==> src/rtl/tdi_pkg.sv <==
// tdi_pkg: command codes, FSM states, HTRANS encodings and status bit positions for the TDI debug port
package tdi_pkg;
    localparam logic [7:0] CMD_ID     = 8'hA1;
    localparam logic [7:0] CMD_VER    = 8'hA2;
    localparam logic [7:0] CMD_HALT   = 8'hA4;
    localparam logic [7:0] CMD_RESUME = 8'hA5;
    localparam logic [7:0] CMD_READ   = 8'hA8;
    localparam logic [7:0] CMD_WRITE  = 8'hA9;
    localparam logic [7:0] CMD_BWR    = 8'hAA;
    localparam logic [7:0] CMD_BRD    = 8'hAB;
    typedef enum logic [2:0] {
        ST_CMD, ST_ADDR, ST_CNT, ST_WDATA, ST_BUS_A, ST_BUS_D, ST_RDATA, ST_RESP
    } state_t;
    localparam logic [1:0] HTRANS_IDLE   = 2'b00;
    localparam logic [1:0] HTRANS_NONSEQ = 2'b10;
    localparam int STAT_HALT    = 0;
    localparam int STAT_BUS_ERR = 1;
    localparam int STAT_BAD_CMD = 2;
endpackage

==> src/rtl/tdi_sck_sync.sv <==
// tdi_sck_sync: brings SCK/SDI into the HCLK domain and produces one-cycle SCK edge pulses
module tdi_sck_sync #(
    parameter int SYNC_STAGES = 2
) (
    input  logic clk,
    input  logic rst,
    input  logic sck,
    input  logic sdi,
    output logic rise,
    output logic fall,
    output logic sdi_s
);
    logic [SYNC_STAGES:0]   sck_q;
    logic [SYNC_STAGES-1:0] sdi_q;
    // Synchroniser chains; the extra SCK flop holds the previous synchronised sample for edge detection
    always_ff @(posedge clk or posedge rst) begin
        if (rst) begin
            sck_q <= '0;
            sdi_q <= '0;
        end else begin
            sck_q <= {sck_q[SYNC_STAGES-1:0], sck};
            sdi_q <= {sdi_q[SYNC_STAGES-2:0], sdi};
        end
    end
    assign rise  = sck_q[SYNC_STAGES-1] & ~sck_q[SYNC_STAGES];
    assign fall  = ~sck_q[SYNC_STAGES-1] & sck_q[SYNC_STAGES];
    assign sdi_s = sdi_q[SYNC_STAGES-1];
endmodule

==> src/rtl/tdi_ahb_master_p.sv <==
// tdi_ahb_master_p: two-wire debug port driving an AHB-Lite master; TDI_BURST_EN adds auto-increment burst commands
module tdi_ahb_master_p
    import tdi_pkg::*;
#(
    parameter int          DATA_W      = 32,
    parameter int          ADDR_W      = 32,
    parameter logic [7:0]  ID_CODE     = 8'h5A,
    parameter logic [15:0] VERSION     = 16'h0201,
    parameter int          SYNC_STAGES = 2
) (
    input  logic              HCLK,
    input  logic              HRESET,
    input  logic              SCK,
    input  logic              SDI,
    output logic              SDO,
    output logic              SDOE,
    output logic              HALT,
    output logic [ADDR_W-1:0] HADDR,
    output logic [1:0]        HTRANS,
    output logic              HWRITE,
    output logic [2:0]        HSIZE,
    output logic [DATA_W-1:0] HWDATA,
    input  logic [DATA_W-1:0] HRDATA,
    input  logic              HREADY,
    input  logic              HRESP
);
    localparam int MAX_AD = DATA_W > ADDR_W ? DATA_W : ADDR_W;
    localparam int SH_W = MAX_AD > 16 ? MAX_AD : 16;
    localparam logic [ADDR_W-1:0] INC = ADDR_W'(DATA_W / 8);
`ifdef TDI_BURST_EN
    localparam bit BURST = 1'b1;
`else
    localparam bit BURST = 1'b0;
`endif

    state_t state, state_n;
    logic rise, fall, sdi_s, last, shift_st, bus_st, dec_ok, is_resp, bus_err, bad_cmd, stat_rd;
    logic bst, more_wr, more_rd;
    logic [5:0] cnt, len, resp_len;
    logic [SH_W-1:0] sh, sh_in;
    logic [7:0] byte_in, status, stat_ld;

    tdi_sck_sync #(.SYNC_STAGES(SYNC_STAGES)) u_sync (
        .clk(HCLK), .rst(HRESET), .sck(SCK), .sdi(SDI), .rise(rise), .fall(fall), .sdi_s(sdi_s)
    );

    // Fields arrive LSB-first, so after n shifts a field sits in the top n bits of the shifter
    assign sh_in    = {sdi_s, sh[SH_W-1:1]};
    assign byte_in  = sh_in[SH_W-1 -: 8];
    assign shift_st = state inside {ST_CMD, ST_ADDR, ST_CNT, ST_WDATA};
    assign bus_st   = state inside {ST_BUS_A, ST_BUS_D};
    assign len      = state == ST_ADDR ? 6'(ADDR_W) :
                      state inside {ST_WDATA, ST_RDATA} ? 6'(DATA_W) :
                      state == ST_RESP ? resp_len : 6'd8;
    assign last     = cnt == len - 6'd1;
    assign is_resp  = byte_in inside {CMD_ID, CMD_VER, CMD_HALT, CMD_RESUME};
    assign dec_ok   = is_resp || byte_in inside {CMD_READ, CMD_WRITE} || (BURST && byte_in inside {CMD_BWR, CMD_BRD});
    assign SDOE     = state inside {ST_RDATA, ST_RESP};
    assign SDO      = SDOE & sh[0];
    assign HTRANS   = state == ST_BUS_A ? HTRANS_NONSEQ : HTRANS_IDLE;
    assign HSIZE    = 3'($clog2(DATA_W / 8));

    // Status byte now, and the version returned by HALT/RESUME carrying the new HALT value
    always_comb begin
        status = '0;
        status[STAT_HALT] = HALT;
        status[STAT_BUS_ERR] = bus_err;
        status[STAT_BAD_CMD] = bad_cmd;
        stat_ld = status;
        stat_ld[STAT_HALT] = byte_in == CMD_HALT;
    end

`ifdef TDI_BURST_EN
    logic [7:0] beats;
    assign more_wr = bst && beats != 8'd1;
    assign more_rd = bst && beats != 8'd0;
    // Burst flag per command and remaining-beat count (0 loads as 256 beats through wrap-around)
    always_ff @(posedge HCLK or posedge HRESET) begin
        if (HRESET) begin
            bst <= 1'b0;
            beats <= '0;
        end else if (state == ST_CMD && rise && last) bst <= byte_in inside {CMD_BWR, CMD_BRD};
        else if (state == ST_CNT && rise && last) beats <= byte_in;
        else if (state == ST_BUS_D && HREADY) beats <= beats - 8'd1;
    end
`else
    assign bst = 1'b0;
    assign more_wr = 1'b0;
    assign more_rd = 1'b0;
`endif

    // State register
    always_ff @(posedge HCLK or posedge HRESET) begin
        if (HRESET) state <= ST_CMD;
        else state <= state_n;
    end

    // Next state; SCK edges are ignored while the bus transfer is in flight
    always_comb begin
        state_n = state;
        case (state)
            ST_CMD:   if (rise && last) state_n = !dec_ok ? ST_CMD : is_resp ? ST_RESP : ST_ADDR;
            ST_ADDR:  if (rise && last) state_n = bst ? ST_CNT : HWRITE ? ST_WDATA : ST_BUS_A;
            ST_CNT:   if (rise && last) state_n = HWRITE ? ST_WDATA : ST_BUS_A;
            ST_WDATA: if (rise && last) state_n = ST_BUS_A;
            ST_BUS_A: state_n = ST_BUS_D;
            ST_BUS_D: if (HREADY) state_n = !HWRITE ? ST_RDATA : more_wr ? ST_WDATA : ST_CMD;
            ST_RDATA: if (rise && last) state_n = more_rd ? ST_BUS_A : ST_CMD;
            default:  if (rise && last) state_n = ST_CMD;
        endcase
    end

    // Shifter, bit counter, status flags and AHB address/data registers
    always_ff @(posedge HCLK or posedge HRESET) begin
        if (HRESET) begin
            cnt <= '0;
            sh <= '0;
            resp_len <= 6'd8;
            stat_rd <= 1'b0;
            HALT <= 1'b0;
            bus_err <= 1'b0;
            bad_cmd <= 1'b0;
            HADDR <= '0;
            HWRITE <= 1'b0;
            HWDATA <= '0;
        end else begin
            if (rise && !bus_st) cnt <= last ? '0 : cnt + 6'd1;
            if (rise && shift_st) sh <= sh_in;
            if (fall && SDOE && cnt != '0) sh <= sh >> 1;
            if (state == ST_CMD && rise && last) begin
                if (!dec_ok) bad_cmd <= 1'b1;
                if (byte_in == CMD_HALT) HALT <= 1'b1;
                if (byte_in == CMD_RESUME) HALT <= 1'b0;
                if (is_resp) begin
                    sh <= byte_in == CMD_ID ? SH_W'(ID_CODE) : byte_in == CMD_VER ? SH_W'(VERSION) : SH_W'(stat_ld);
                    resp_len <= byte_in == CMD_VER ? 6'd16 : 6'd8;
                    stat_rd <= byte_in inside {CMD_HALT, CMD_RESUME};
                end
                if (dec_ok && !is_resp) HWRITE <= byte_in inside {CMD_WRITE, CMD_BWR};
            end
            if (state == ST_ADDR && rise && last) HADDR <= sh_in[SH_W-1 -: ADDR_W];
            if (state == ST_BUS_A && HWRITE) HWDATA <= sh[SH_W-1 -: DATA_W];
            if (state == ST_BUS_D && HREADY) begin
                if (HRESP) bus_err <= 1'b1;
                if (!HWRITE) sh <= SH_W'(HRDATA);
                if (bst) HADDR <= HADDR + INC;
            end
            if (state == ST_RESP && rise && last && stat_rd) begin
                bus_err <= 1'b0;
                bad_cmd <= 1'b0;
            end
        end
    end
endmodule

==> config.mk <==
export PLATFORM = sky130hd
export DESIGN_NAME = tdi_ahb_master_p
export DESIGN_NICKNAME = d
export VERILOG_FILES = /design/src/rtl/tdi_pkg.sv /design/src/rtl/tdi_sck_sync.sv /design/src/rtl/tdi_ahb_master_p.sv
export SDC_FILE = /design/constraint.sdc
export NUM_CORES = 1
export LEC_CHECK = 0
export CAP_MARGIN = 20
export CORE_ASPECT_RATIO = 1.75
export CORE_MARGIN = 5
export CORE_UTILIZATION = 38
export CTS_CLUSTER_DIAMETER = 150
export DETAILED_ROUTE_END_ITERATION = 16
export DONT_BUFFER_PORTS = 1
export GPL_TIMING_DRIVEN = 0
export PLACE_DENSITY = 0.51
export SYNTH_ARGS = -nofsm -noshare
export SYNTH_HDL_FRONTEND = slang
export SYNTH_SLANG_ARGS = --single-unit
export TNS_END_PERCENT = 100
==> constraint.sdc <==
create_clock -name HCLK -period 9.1 [get_ports HCLK]
set_input_delay 0 -clock HCLK [delete_from_list [all_inputs] [get_ports HCLK]]
set_output_delay 0 -clock HCLK [all_outputs]
set_load 0.01 [all_outputs]
# After elaboration in Yosys (flattened, before gate mapping)
# Index checks and enable logic that the tools add are counted.
[totals]
rom_bits = 0
ramBits = 0
out_inout_bits = 73
in_bits = 38
memories = 0
latchBits = 0
word_cells = 111
register_bits = 121
[classes]
mul = 0
magnitude_cmp = 0
shift = 0
muxes = 32
div_mod_pow = 0
addsub = 2
n_bitwise = 5
n_eq_ne = 20
n_reduce_logical = 39
[op_table]
columns = ["op", "count"]
rows = [
  ["two-way mux 32 bit", 6],
  ["== test 8 bit, second input constant", 7],
  ["two-way mux 3 bit", 9],
  ["two-way mux 6 bit", 4],
  ["two-way mux 10 bit", 2],
  ["nonzero test 2 bit", 9],
  ["logical AND 1 bit", 15],
  ["case mux 3 bit (5 select lines)", 1],
  ["== test 3 bit, second input constant", 4],
  ["AND reduction 2 bit", 5],
  ["two-way mux 1 bit", 8],
  ["inequality test 2 x 1 -> 1 bit, second input constant", 4],
  ["nonzero test 4 bit", 2],
  ["adder 6 x 1 -> 6 bit, second input constant", 1],
  ["== test 3 x 2 -> 1 bit, second input constant", 2],
  ["== test 6 bit", 1],
  ["nonzero test 6 bit", 1],
  ["subtractor 6 x 1 -> 6 bit, second input constant", 1],
  ["two-way mux 5 bit", 1],
  ["AND reduction 5 bit", 1],
  ["bitwise AND 1 bit", 3],
  ["== test 3 x 1 -> 1 bit, second input constant", 1],
  ["zero test 3 bit", 1],
  ["nonzero test 3 bit", 1],
  ["other kinds (6)", 8],
]

# Depth between registers and ports, before layout
# Gate-level depths: netlist of the first run.
[logic_depth]
depth_word = 10
mapped_depth = 13
mapped_depth_nobuf = 10

# Cells and area by module
# From an unflattened synthesis of the first run, not the netlist that was laid out.
[unflattened]
cells_unflattened = 448
hier_area_um2 = 5532.8
[modules_own_cells]
columns = ["mod", "area_each_um2", "cells_each", "seq_area_each_um2", "instances"]
rows = [
  ["tdi_ahb_master_p", 5388.9, 440, 2803.9, 1],
  ["tdi_sck_sync", 143.9, 8, 125.1, 1],
]

# Worst setup path after synthesis of the first run
# OpenSTA, ideal clock, no wires.
[synth_timing]
path_type = "register to register"
from = "register state[2]"
to = "register HADDR[24]"
required_ns = 8.972
stages_incl_launch_ff = 14
t_arrival_ns = 2.517
path_buffers = 3
slack_ns = 6.455
setup_ns = 0.128
synth_period_minus_slack_ns = 2.645
path_cell_list = "dfrtp_1 > buf_4 > nand2_2 > inv_1 > nand3_1 > ha_1 > xor2_1 > and3_1 > o2111ai_2 > nor2_2 > and3_1 > buf_2 > buf_6 > mux2_1"
[synth_via]
elab_chain_cells = 7
word_cells_on_any_way = 12
cone_classes = "1 x add/sub; 5 x eq/ne; 3 x mux; 3 x reduce/logical"
[synth_rtl]
columns = ["item", "line", "rtl"]
rows = [
  ["start: declaration", "tdi_ahb_master_p.sv:36", "state_t state, state_n;"],
  ["start signal: assignment", "tdi_ahb_master_p.sv:95", "else state <= state_n;"],
  ["== test 3 bit, or another cell as far along", "tdi_ahb_master_p.sv:54", "state == ST_RESP ? resp_len : 6'd8;"],
  ["two-way mux 6 bit / nonzero test 2 bit (equally long branches)", "tdi_ahb_master_p.sv:54, tdi_ahb_master_p.sv:53", ""],
  ["two-way mux 6 bit", "tdi_ahb_master_p.sv:53", "state inside {ST_WDATA, ST_RDATA} ? 6'(DATA_W) :"],
  ["two-way mux 6 bit", "tdi_ahb_master_p.sv:52", "assign len = state == ST_ADDR ? 6'(ADDR_W) :"],
  ["subtractor 6 x 1 -> 6 bit", "tdi_ahb_master_p.sv:55", "assign last = cnt == len - 6'd1;"],
  ["== test 6 bit", "tdi_ahb_master_p.sv:55", ""],
  ["logical AND 1 bit *", "tdi_ahb_master_p.sv:141", "if (state == ST_ADDR && rise && last) HADDR <= sh_in[SH_W-1 -: ADDR_W];"],
  ["end signal: assignment", "tdi_ahb_master_p.sv:141", ""],
  ["end signal: assignment", "tdi_ahb_master_p.sv:146", "if (bst) HADDR <= HADDR + INC;"],
  ["end: declaration", "tdi_ahb_master_p.sv:18", "output logic [ADDR_W-1:0] HADDR,"],
]
# Mark *: on every way between the ends. The rest lies on a longest branch, timed or not.
# A chain may end at the register's enable or synchronous reset.

# Worst setup path in the final report of the first run
[layout_timing]
from = "register state[1]"
to = "register sh[9]"
[layout_via]
word_cells_on_any_way = 27
cone_classes = "1 x add/sub; 7 x eq/ne; 9 x mux; 10 x reduce/logical"
[layout_lines]
columns = ["item", "line", "rtl"]
rows = [
  ["== test 3 bit", "tdi_ahb_master_p.sv:58", "assign SDOE = state inside {ST_RDATA, ST_RESP};"],
  ["nonzero test 2 bit *", "tdi_ahb_master_p.sv:58", ""],
  ["net SDOE", "tdi_ahb_master_p.sv:16", "output logic SDOE,"],
  ["logical AND 1 bit * (2 in a row)", "tdi_ahb_master_p.sv:129", "if (fall && SDOE && cnt != '0) sh <= sh >> 1;"],
  ["two-way mux 32 bit *", "tdi_ahb_master_p.sv:129", ""],
  ["two-way mux 32 bit", "tdi_ahb_master_p.sv:134", "if (is_resp) begin"],
  ["two-way mux 32 bit *", "tdi_ahb_master_p.sv:130", "if (state == ST_CMD && rise && last) begin"],
  ["two-way mux 32 bit", "tdi_ahb_master_p.sv:145", "if (!HWRITE) sh <= SH_W'(HRDATA);"],
  ["two-way mux 32 bit *", "tdi_ahb_master_p.sv:143", "if (state == ST_BUS_D && HREADY) begin"],
  ["end signal: assignment", "tdi_ahb_master_p.sv:129", ""],
  ["end signal: assignment", "tdi_ahb_master_p.sv:135", "sh <= byte_in == CMD_ID ? SH_W'(ID_CODE) : byte_in == CMD_VER ? SH_W'(VERSION) : SH_W'(stat_ld);"],
  ["end signal: assignment", "tdi_ahb_master_p.sv:145", ""],
  ["end: declaration", "tdi_ahb_master_p.sv:40", "logic [SH_W-1:0] sh, sh_in;"],
]
# Mark *: on every way through the listed nets, which the timed path passes. The rest lies on a longest branch.

==> results of run 1 <==
## per-layer routing
layer  share of wire, %  wire, um
met1                 38      5040
met2                 53      7075
met3                6.1       818
met4                3.1       411
met5                  0         0
## cell usage in the layout, fill, tap and decap left out, types with 4 or more instances in the layout
master / Yosys / routed
buf_4: 5 / 5
o21ai_0: 17 / 17
a21oi_1: 9 / 9
clkbuf_1: 13 / 16
and3_1: 7 / 7
mux2_1: 35 / 35
o21ai_1: 22 / 22
nand2b_1: 6 / 6
nand2_1: 32 / 32
nor2b_1: 6 / 6
nand3_1: 5 / 5
conb_1: 2 / 4
mux2_2: 30 / 30
mux2i_1: 33 / 33
buf_2: 6 / 6
nor2_1: 15 / 15
buf_6: 5 / 5
dlygate4sd3_1: 0 / 37
clkbuf_16: 0 / 17
dfrtp_1: 116 / 116
inv_1: 8 / 7
## where the power goes
group          switching [uW]  internal [uW]  total (uW)
logic                    83.1           71.1         154
clock network             230            451         681
registers                46.5            561         608
## stage by stage
step	total power [uW]	setup slack (ps)	hold slack, ps
finish	1443	5888	55.25
global route	1509	5536	81.21
CTS	1461	5776	20.36
detailed placement	758.6	5795	-57.59
global placement	752.4	4730	31.49
floorplan	716.1	6001	31.43
## worst max-delay path, cell delays in order (launching register included)
cell and delay (ps):
dfrtp_1 320, buf_2 210, nand2_2 110, inv_1 220
nand3_1 130, ha_1 320, xor2_1 140, and3_1 180
o2111ai_2 200, nor4_4 650, or2b_2 340, buf_6 170
o21ai_1 70
## state kept, by name, summed over array words and instances (netlist names)
signal / flops
HADDR: 32
HALT: 1
state: 3
stat_rd: 1
cnt: 6
HWDATA: 32
HWRITE: 1
u_sync.sdi_q: 2
bus_err: 1
sh: 32
resp_len: 2
bad_cmd: 1
u_sync.sck_q: 3
## kinds of logic after synthesis
family / Yosys count
DFF: 117
buffers and inverters: 41
xor gates and xnor gates: 5
and+or+nand+nor: 94
other: 2
adders and majority gates: 3
muxes: 98
AOI/OAI and AO/OA: 77
## area by class of cell
class | instances | area share, %
plain buffers | 32 | 2.819
clock inverters | 8 | 1.899
repair buffers | 38 | 6.099
flip-flops and latches | 117 | 44.90
well taps | 177 | 3.395
inverters | 9 | 0.5946
multi-input cells | 281 | 32.97
clock buffers | 23 | 7.326
## how the worst max path moves through the flow
stage / endpoint / depth (start not counted) / slack [ps] / from
finish: sh[9]$_DFF_PP0_ / 12 / 5890 / state[1]$_DFFE_PP0P_
global route: sh[21]$_DFF_PP0_ / 12 / 5540 / state[1]$_DFFE_PP0P_
CTS: sh[9]$_DFF_PP0_ / 12 / 5780 / state[1]$_DFFE_PP0P_
detailed placement: sh[9]$_DFF_PP0_ / 12 / 5800 / state[1]$_DFFE_PP0P_
global placement: HWDATA[4]$_DFFE_PP0P_ / 1 / 4730 / HRESET
floorplan: HADDR[0]$_DFFE_PP0P_ / 1 / 6000 / HRESET
## what timing repair did
item	in CTS	in global routing
setup buffers	0	0
hold buffers	37	0
hold endpoints to repair	153	0
==> metrics.txt, run 1 <==
r2r endpoint sh[9]$_DFF_PP0_; top cells by count, synth 116 x dfrtp_1, 35 x mux2_1, 33 x mux2i_1, 32 x nand2_1, 30 x mux2_2; synthesized flop and latch total 117; via count 3,609; Max Buffers Root-to-Sink 2; Initial Util 38.43%; EDFF count, synth 0; cell area after synthesis 5290 um2; post-DP HPWL 9544 um; XOR/XNOR Fraction of Synth Area 0.9697%; Setup CP Type flop to flop; maximum fanout along the worst path 10; port bufs 0; r2r startpoint state[1]$_DFFE_PP0P_; Hold Path Depth 4; worst r2r path cells 12; core area 13,760 um2; post-synth top area cell dfrtp_1; antenna cell count 0; Worst Hold Launch HREADY; Finished Layout Cells 685; layout cells sized above 1 17.52%; area of the multi-input gates 2151 um2; Endpoint, Worst Hold state[2]$_DFFE_PP0P_; cell count after placement 617; Setup TNS Final 0 ps; first-pass GRT wire length 21,620 um; maximum vdd drop 0.1321 mV; share of the synthesized area in the top cell type 54.87%; Seq/Total Area, Yosys 55.37%; Reg2Reg Setup Slack 5890 ps; pwr dens 221.2 nW/um2; Post-Synth Simple-Gate Area 9.508%; latest clock arrival within the worst-skew pair 400 ps; WL per Instance 19.48 um; vias in the first global route 3,833; First DRT Iteration DRCs 122; CTS tree yes; combinational family with the most area after synthesis multiplexers; area delta synth->final 23.32%; Hold Vio Cnt, Final 0; Least-Margin Pin Slew 760.0 ps; Die Height 166.1 um; Layout Nets 537; Via density 5.269; Critical Path Sink Type flop; DRC viols 0; cts bufs inserted 17; min Tclk post-route 3212 ps; Global Route met1 Usage 18.83%; met2 Use GR 28.63%; largest net degree at the start of global routing 67; GRT busiest layer met2; worst path arrival time 3470 ps; RSZ-0062 raised after global routing no; Yosys cell types 59; leak pwr 0.002951 uW; clock skew 10.44 ps; post-synthesis adder-cell area fraction 0.7096%; Detailed Routing Iterations Pass 1 4; H-tree levels 4; Syn Area/Cell 12.11 um2; final core area utilization 47.40%; Final setup viols 0; Post-synth ARST share 100.0%; WL final 13,350 um; sequential cell area 2929 um2; Post-Synthesis Cells 437; Synth Flop Type dfrtp_1; die width 99.19 um; cts repair resizes 0; Fmax 311.3 MHz; root buf cell clkbuf_16; Area contributors post-synth dfrtp_1 55%, mux2_1 7.5%, mux2_2 6.4%, mux2i_1 6.2%, nand2_1 2.3%; compound-cell area share of the yosys netlist 9.106%; YS warnings 0; count of final max-slew check failures 0; worst hold path type input port to flop; Post-Place Cell Area 5552 um2; post-synthesis mux area share 20.08%; initial antenna violation count 0; FP Rows 57; clk sinks 117; Worst-path clk slew 50 ps; num ports 111; status finished, final reports clean; Final GP Congestion 0.8727; global route total overflow 0; worst rel slew slack 49.33%; Max Cap Violations 0; Total GRT Usage 16.85%; FILL cells 1,284; Final period util 35.30%; final instance area 6524 um2; Crit path required time 9360 ps; met3 Usage GRT 5.633%; full die area 16,470 um2; CP Launch Type flop; post-route antenna net violation count 0; cell with the most instances after synthesis dfrtp_1
Note: power is estimated with default switching activity, not from simulation.
==> inputs of run 2 (changes only) <==
--- a/config.mk
+++ b/config.mk
@@ -13,7 +13,7 @@
 export DETAILED_ROUTE_END_ITERATION = 16
 export DONT_BUFFER_PORTS = 1
 export GPL_TIMING_DRIVEN = 0
-export PLACE_DENSITY = 0.51
+export PLACE_DENSITY = 0.53
 export SYNTH_ARGS = -nofsm -noshare
 export SYNTH_HDL_FRONTEND = slang
 export SYNTH_SLANG_ARGS = --single-unit
==> constraint.sdc (replaced) <==
create_clock -name HCLK -period 2.8 [get_ports HCLK]
set_input_delay 0 -clock HCLK [delete_from_list [all_inputs] [get_ports HCLK]]
set_output_delay 0 -clock HCLK [all_outputs]
set_load 0.01 [all_outputs]
==> metrics.txt, run 2 (synthesis gave the netlist of run 1 again) <==
r2r startpoint state[2]$_DFFE_PP0P_; critical path's slowest cell dfrtp_1; post-route antenna net violation count 0 (unchanged); DRC viols 0 (unchanged); CP Buf/Inv Count 3 (unchanged); area delta synth->final 29.35%; Clock Power Share 46.1% (-1.1 points); Final setup viols 0 (unchanged); Worst-path clk slew 50 ps (about the same); final core area utilization 49.71% (+2.3 points); internal power 3422 uW (+220%); crit path to sh[2]$_DFF_PP0_; switching portion of total power 27.08% (+2.1 points); commonest non-fill, non-tap cell in the layout dfrtp_1; pwr dens 685.8 nW/um2 (+210%); Worst path max stage delay 390 ps (-260 ps); port bufs 0 (unchanged); Layout Nets 558 (+3.9%); worst r2r path cells 12 (unchanged); final instance area 6843 um2 (+4.9%); FILL cells 1,240 (-3.4%); vias in the first global route 3,993 (+4.2%); maximum vdd drop 0.4024 mV (+200%); largest registers HADDR x32, HWDATA x32, sh x32; H-tree levels 4 (unchanged); latest clock arrival within the worst-skew pair 410 ps (about the same); via count 3,689 (+2.2%); r2r endpoint sh[2]$_DFF_PP0_; critical path depth 12 (unchanged); Setup CP Type flop to flop; global route total overflow 0 (unchanged); crit path cell chain buf_6 > nand2b_2 > o21ai_1 > ha_4 > xor2_1 > and3_1 > o2111ai_4 > buf_4 > nor3_4 > buf_6 > nand4_1 > a21oi_1; maximum fanout along the worst path 7 (-3); hold_ws 67.72 ps (+12.47 ps); post-DP HPWL 9854 um (+3.2%); clk sinks 117 (unchanged); Setup TNS Final 0 ps (unchanged); CP Launch Type flop; Initial Util 38.43% (unchanged); antenna cell count 0 (unchanged); Total GRT Usage 17.58% (+0.73 points); worst hold path type input port to flop; combinational power share 11.8% (+1.1 points); most frequent CP cell buf_6; Reg2Reg Setup Slack 60 ps (-5830 ps); full die area 16,470 um2 (unchanged); FP Rows 57 (unchanged); Critical Path Sink Type flop; Hold Path Depth 4 (unchanged); Hold Vio Cnt, Final 0 (unchanged); WL final 14,180 um (+6.3%); RSZ-0062 raised after global routing yes; layout cells sized above 1 23.21% (+5.7 points); Die Height 166.1 um (unchanged); Final GP Congestion 0.8984 (+2.9%); area of the multi-input gates 2216 um2 (+3.0%); Post-Place Cell Area 5583 um2 (+0.56%); Top delay family on crit path simple AND/OR/NAND/NOR gates; first-pass GRT wire length 22,670 um (+4.9%); Final period util 98.00% (+63 points); Seq pwr share 42.1% (about the same); sequential cell area 2930 um2 (about the same); status finished, final reports clean; Max Cap Violations 0 (unchanged); Max Buffers Root-to-Sink 2 (unchanged); count of final max-slew check failures 0 (unchanged); min Tclk post-route 2744 ps (-468.6 ps); most frequent cells in the layout 115 x dfrtp_1, 37 x dlygate4sd3_1, 33 x mux2i_1; worst rel slew slack 49.63% (+0.30 points); First DRT Iteration DRCs 132 (+8.2%); num ports 111 (unchanged); Worst Setup SP state[2]$_DFFE_PP0P_; CTS tree yes; leak pwr 0.003092 uW (+4.8%); Crit path required time 3130 ps (-6230 ps); Via density 5.218 (-0.96%); Detailed Routing Iterations Pass 1 4 (unchanged); initial antenna violation count 0 (unchanged); WL per Instance 20.06 um (+3.0%); Least-Margin Pin Slew 755.6 ps (-4.457 ps); root buf cell clkbuf_16; largest net degree at the start of global routing 39 (-42%); die width 99.19 um (unchanged); Psw 1271 uW (+250%); core area 13,760 um2 (unchanged); Fmax 364.4 MHz (+17%); clock skew 14.71 ps (+4.276 ps); cts bufs inserted 17 (unchanged); worst path arrival time 3070 ps (-400 ps)
-- run 2: layout make-up --
| cell class | count | area share, % |
|---|---|---|
| sequential | 117 | 42.82 |
| multi-input combinational | 281 | 32.38 |
| timing repair buffer | 59 | 8.886 |
| clock buffer | 18 | 6.418 |
| buffer | 32 | 3.456 |
| tap | 177 | 3.236 |
| clock inverter | 14 | 2.194 |
| inverter | 9 | 0.6034 |
-- run 2: worst min path at each step --
stage	start	endpoint	slack, ps
final	HREADY	state[2]$_DFFE_PP0P_	70
after global routing	HREADY	state[2]$_DFFE_PP0P_	30
after CTS	HREADY	state[2]$_DFFE_PP0P_	10
after detailed placement	HRESET	HWDATA[16]$_DFFE_PP0P_	-90
after global placement	SCK	u_sync.sck_q[0]$_DFF_PP0_	30
after floorplan	SCK	u_sync.sck_q[0]$_DFF_PP0_	30
-- run 2: worst reg2reg max path: cells and delay by family, from the launching register on --
family / cells / cell delay [ps]
simple gates: 4 / 940
compound gates: 3 / 480
flops: 1 / 390
fa+ha+maj: 1 / 240
xor+xnor: 1 / 110
buf+inv: 3 / 510
-- run 2: routing by layer --
layer	vias up	share of wire, %	GRT usage [%]
li1	1701	-	-
met1	1835	37	19.76
met2	132	55	31.09
met3	21	5.7	4.876
met4	0	2.3	6.718
met5	-	0	0
-- run 2: what timing repair did --
action / in CTS / in global routing
cloned: 1 / 1
resized for setup: 17 / 13
hold buffers: 37 / 0
endpoints found under the setup margin: 70 / 60
pin swaps: 4 / 4
buffers inserted: 7 / 10
hold endpoints to repair: 82 / 0
-- run 2: power groups by stage --
| stage | logic (uW) | clock network, uW | registers [uW] |
|---|---|---|---|
| after floorplan | 380 | 0 | 1950 |
| final | 552 | 2160 | 1980 |
| after global placement | 442 | 0 | 2000 |
| after global routing | 622 | 2300 | 2000 |
| after CTS | 536 | 2220 | 1980 |
| after detailed placement | 467 | 0 | 2000 |
-- run 2: per-stage QoR --
stage / setup slack (ps) / instances / power (uW)
2_1_floorplan: 154.9 / 439 / 2328
4_1_cts: 17.00 / 696 / 4735
5_1_grt: -33.58 / 707 / 4925
3_5_place_dp: -519.4 / 619 / 2470
6_report: 56.10 / 707 / 4693
3_3_place_gp: -467.6 / 616 / 2443
==> inputs of run 3 (changes only) <==
--- a/config.mk
+++ b/config.mk
@@ -8,12 +8,12 @@
 export CAP_MARGIN = 20
 export CORE_ASPECT_RATIO = 1.75
 export CORE_MARGIN = 5
-export CORE_UTILIZATION = 38
+export CORE_UTILIZATION = 47
 export CTS_CLUSTER_DIAMETER = 150
 export DETAILED_ROUTE_END_ITERATION = 16
 export DONT_BUFFER_PORTS = 1
 export GPL_TIMING_DRIVEN = 0
-export PLACE_DENSITY = 0.53
+export PLACE_DENSITY = 0.63
 export SYNTH_ARGS = -nofsm -noshare
 export SYNTH_HDL_FRONTEND = slang
 export SYNTH_SLANG_ARGS = --single-unit
==> metrics.txt, run 3 (synthesis gave the netlist of run 1 again) <==
status finished, final reports clean; commonest non-fill, non-tap cell in the layout dfrtp_1; die width 90.20 um (-9.1%); area delta synth->final 26.23%; latest clock arrival within the worst-skew pair 410 ps (about the same); internal power 3608 uW (+5.4%); WL final 12,990 um (-8.4%); routed wl met2 7182 um (-7.6%); post-DP HPWL 9241 um (-6.2%); worst r2r path cells 12 (unchanged); Worst path max stage delay 360 ps (-30 ps); switching portion of total power 25.70% (-1.4 points); first-pass GRT wire length 21,180 um (-6.5%); CP Launch Type flop; worst rel slew slack 49.45% (-0.18 points); layout cells sized above 1 20.31% (-2.9 points); Worst-path clk slew 50 ps (about the same); antenna cell count 0 (unchanged); r2r endpoint sh[2]$_DFF_PP0_; Pwr Total 4856 uW (+3.5%); final core area utilization 60.14% (+10 points); port bufs 0 (unchanged); First DRT Iteration DRCs 153 (+16%); DRC viols 0 (unchanged); Via density 5.592 (+7.2%); pwr dens 727.2 nW/um2 (+6.0%); most frequent cells in the layout 115 x dfrtp_1, 37 x dlygate4sd3_1, 35 x mux2_1; Worst Setup SP state[2]$_DFFE_PP0P_; min Tclk post-route 2676 ps (-68.39 ps); FP Rows 51 (-11%); initial antenna violation count 0 (unchanged); worst path arrival time 3000 ps (-70 ps); Total GRT Usage 19.86% (+2.3 points); WL per Instance 20.02 um (-0.19%); Critical Path Sink Type flop; Met1 Wirelength 4663 um (-12%); cts bufs inserted 17 (unchanged); combinational power share 11.4% (-0.4 points); Final setup viols 0 (unchanged); core area 11,100 um2 (-19%); vias in the first global route 3,906 (-2.2%); clk sinks 117 (unchanged); Hold Vio Cnt, Final 0 (unchanged); maximum fanout along the worst path 10 (+3); r2r startpoint state[2]$_DFFE_PP0P_; critical path's slowest cell dfrtp_1; pre-CTS worst setup slack -467.6 ps (+51.78 ps); count of final max-slew check failures 0 (unchanged); Reg2Reg Setup Slack 120 ps (+70 ps); via count 3,629 (-1.6%); RSZ-0062 raised after global routing no; post-route antenna net violation count 0 (unchanged); Detailed Routing Iterations Pass 1 4 (unchanged); largest registers HADDR x32, HWDATA x32, sh x32; WL met3 742 um (-7.5%); full die area 13,560 um2 (-18%); CTS tree yes; Final period util 95.55% (-2.4 points); Finished Layout Cells 649 (-8.2%); largest net degree at the start of global routing 39 (unchanged); Psw 1248 uW (-1.8%); Least-Margin Pin Slew 758.3 ps (+2.739 ps); crit path to sh[2]$_DFF_PP0_; Max Cap Violations 0 (unchanged); cell count after placement 574 (-7.3%); clock skew 10.74 ps (-3.969 ps); Die Height 150.3 um (-9.5%); Fmax 373.8 MHz (+2.6%); leak pwr 0.003049 uW (-1.4%); Layout Nets 545 (-2.3%); DR top layer met4; global route total overflow 0 (unchanged); num ports 111 (unchanged); Crit path required time 3120 ps (about the same); Clock Power Share 48.0% (+1.9 points); Final GP Congestion 0.8576 (-4.5%); root buf cell clkbuf_16; Seq pwr share 40.6% (-1.5 points); final instance area 6678 um2 (-2.4%); Post-Place Cell Area 5527 um2 (-1.0%); H-tree levels 4 (unchanged); worst hold path type input port to flop; maximum vdd drop 0.5244 mV (+30%); FILL cells 927 (-25%); setup slack after layout 124.5 ps (+68.39 ps); Max Buffers Root-to-Sink 2 (unchanged); Setup CP Type flop to flop; crit path cell chain buf_6 > nand2_4 > inv_6 > nand3_1 > ha_1 > xor2_1 > and3_1 > o2111ai_4 > nor3_4 > buf_2 > nand4_1 > a21oi_1; Initial Util 47.64% (+9.2 points)
run 3: changes by cell type in the layout (fill, tap and decap cells not counted), sizes merged:
cell	before	now
buf	40	28
bufinv	2	4
clkinvlp	5	3
bufbuf	1	0
clkbuf	31	32
clkinv	5	4
run 3: per-layer routing:
metal | vias to the layer above | track usage [%]
met2 | 103 | 35.74
li1 | 1679 | -
met1 | 1818 | 21.17
met4 | 0 | 8.495
met3 | 29 | 6.450
met5 | - | 0
run 3: worst min path at each step:
stage          startpoint                         to  slack [ps]  depth (start not counted)
2_1_floorplan         SCK  u_sync.sck_q[0]$_DFF_PP0_          30                          0
3_3_place_gp          SDI  u_sync.sdi_q[0]$_DFF_PP0_          30                          0
3_5_place_dp       HRESET     HWDATA[13]$_DFFE_PP0P_        -100                          1
4_1_cts            HREADY        bus_err$_DFFE_PP0P_          20                          3
5_1_grt            HREADY        bus_err$_DFFE_PP0P_          70                          3
6_report           HREADY        bus_err$_DFFE_PP0P_          50                          3
run 3: stage by stage:
step	hold WS (ps)	TNS, ps
floorplan	31.43	0
global placement	31.52	-19040
detailed placement	-95.86	-21160
CTS	22.45	0
global route	73.43	0
finish	46.73	0
run 3: timing repair:
item                                   in CTS  in global routing
pin swaps                                   2                  3
endpoints found under the hold margin      78                  0
setup buffers                               3                  4
resized for setup                          15                 10
hold buffers                               37                  0
setup endpoints to repair                  70                 52
run 3: worst max-delay path: cells and delay by family (launching register included):
family	cells	cell delay, ps
xor+xnor	1	130
compound gates	2	390
simple gates	5	890
buf+inv	3	490
flops	1	360
fa+ha+maj	1	310
run 3: area by class of cell:
type	count	area [um2]	share of cell area (%)
clock inverters	13	196.4	2.942
inverters	9	42.54	0.6371
plain buffers	31	219.0	3.279
well taps	132	165.2	2.473
multi-input cells	281	2186	32.73
flip-flops and latches	117	2930	43.88
repair buffers	47	495.5	7.420
clock buffers	19	442.9	6.633
run 3: power by group through the flow:
stage               logic, uW  clock network, uW  registers, uW
floorplan                 380                  0           1950
global placement          442                  0           1990
detailed placement        468                  0           2000
CTS                       534               2380           1970
global route              620               2460           1990
finish                    552               2330           1970
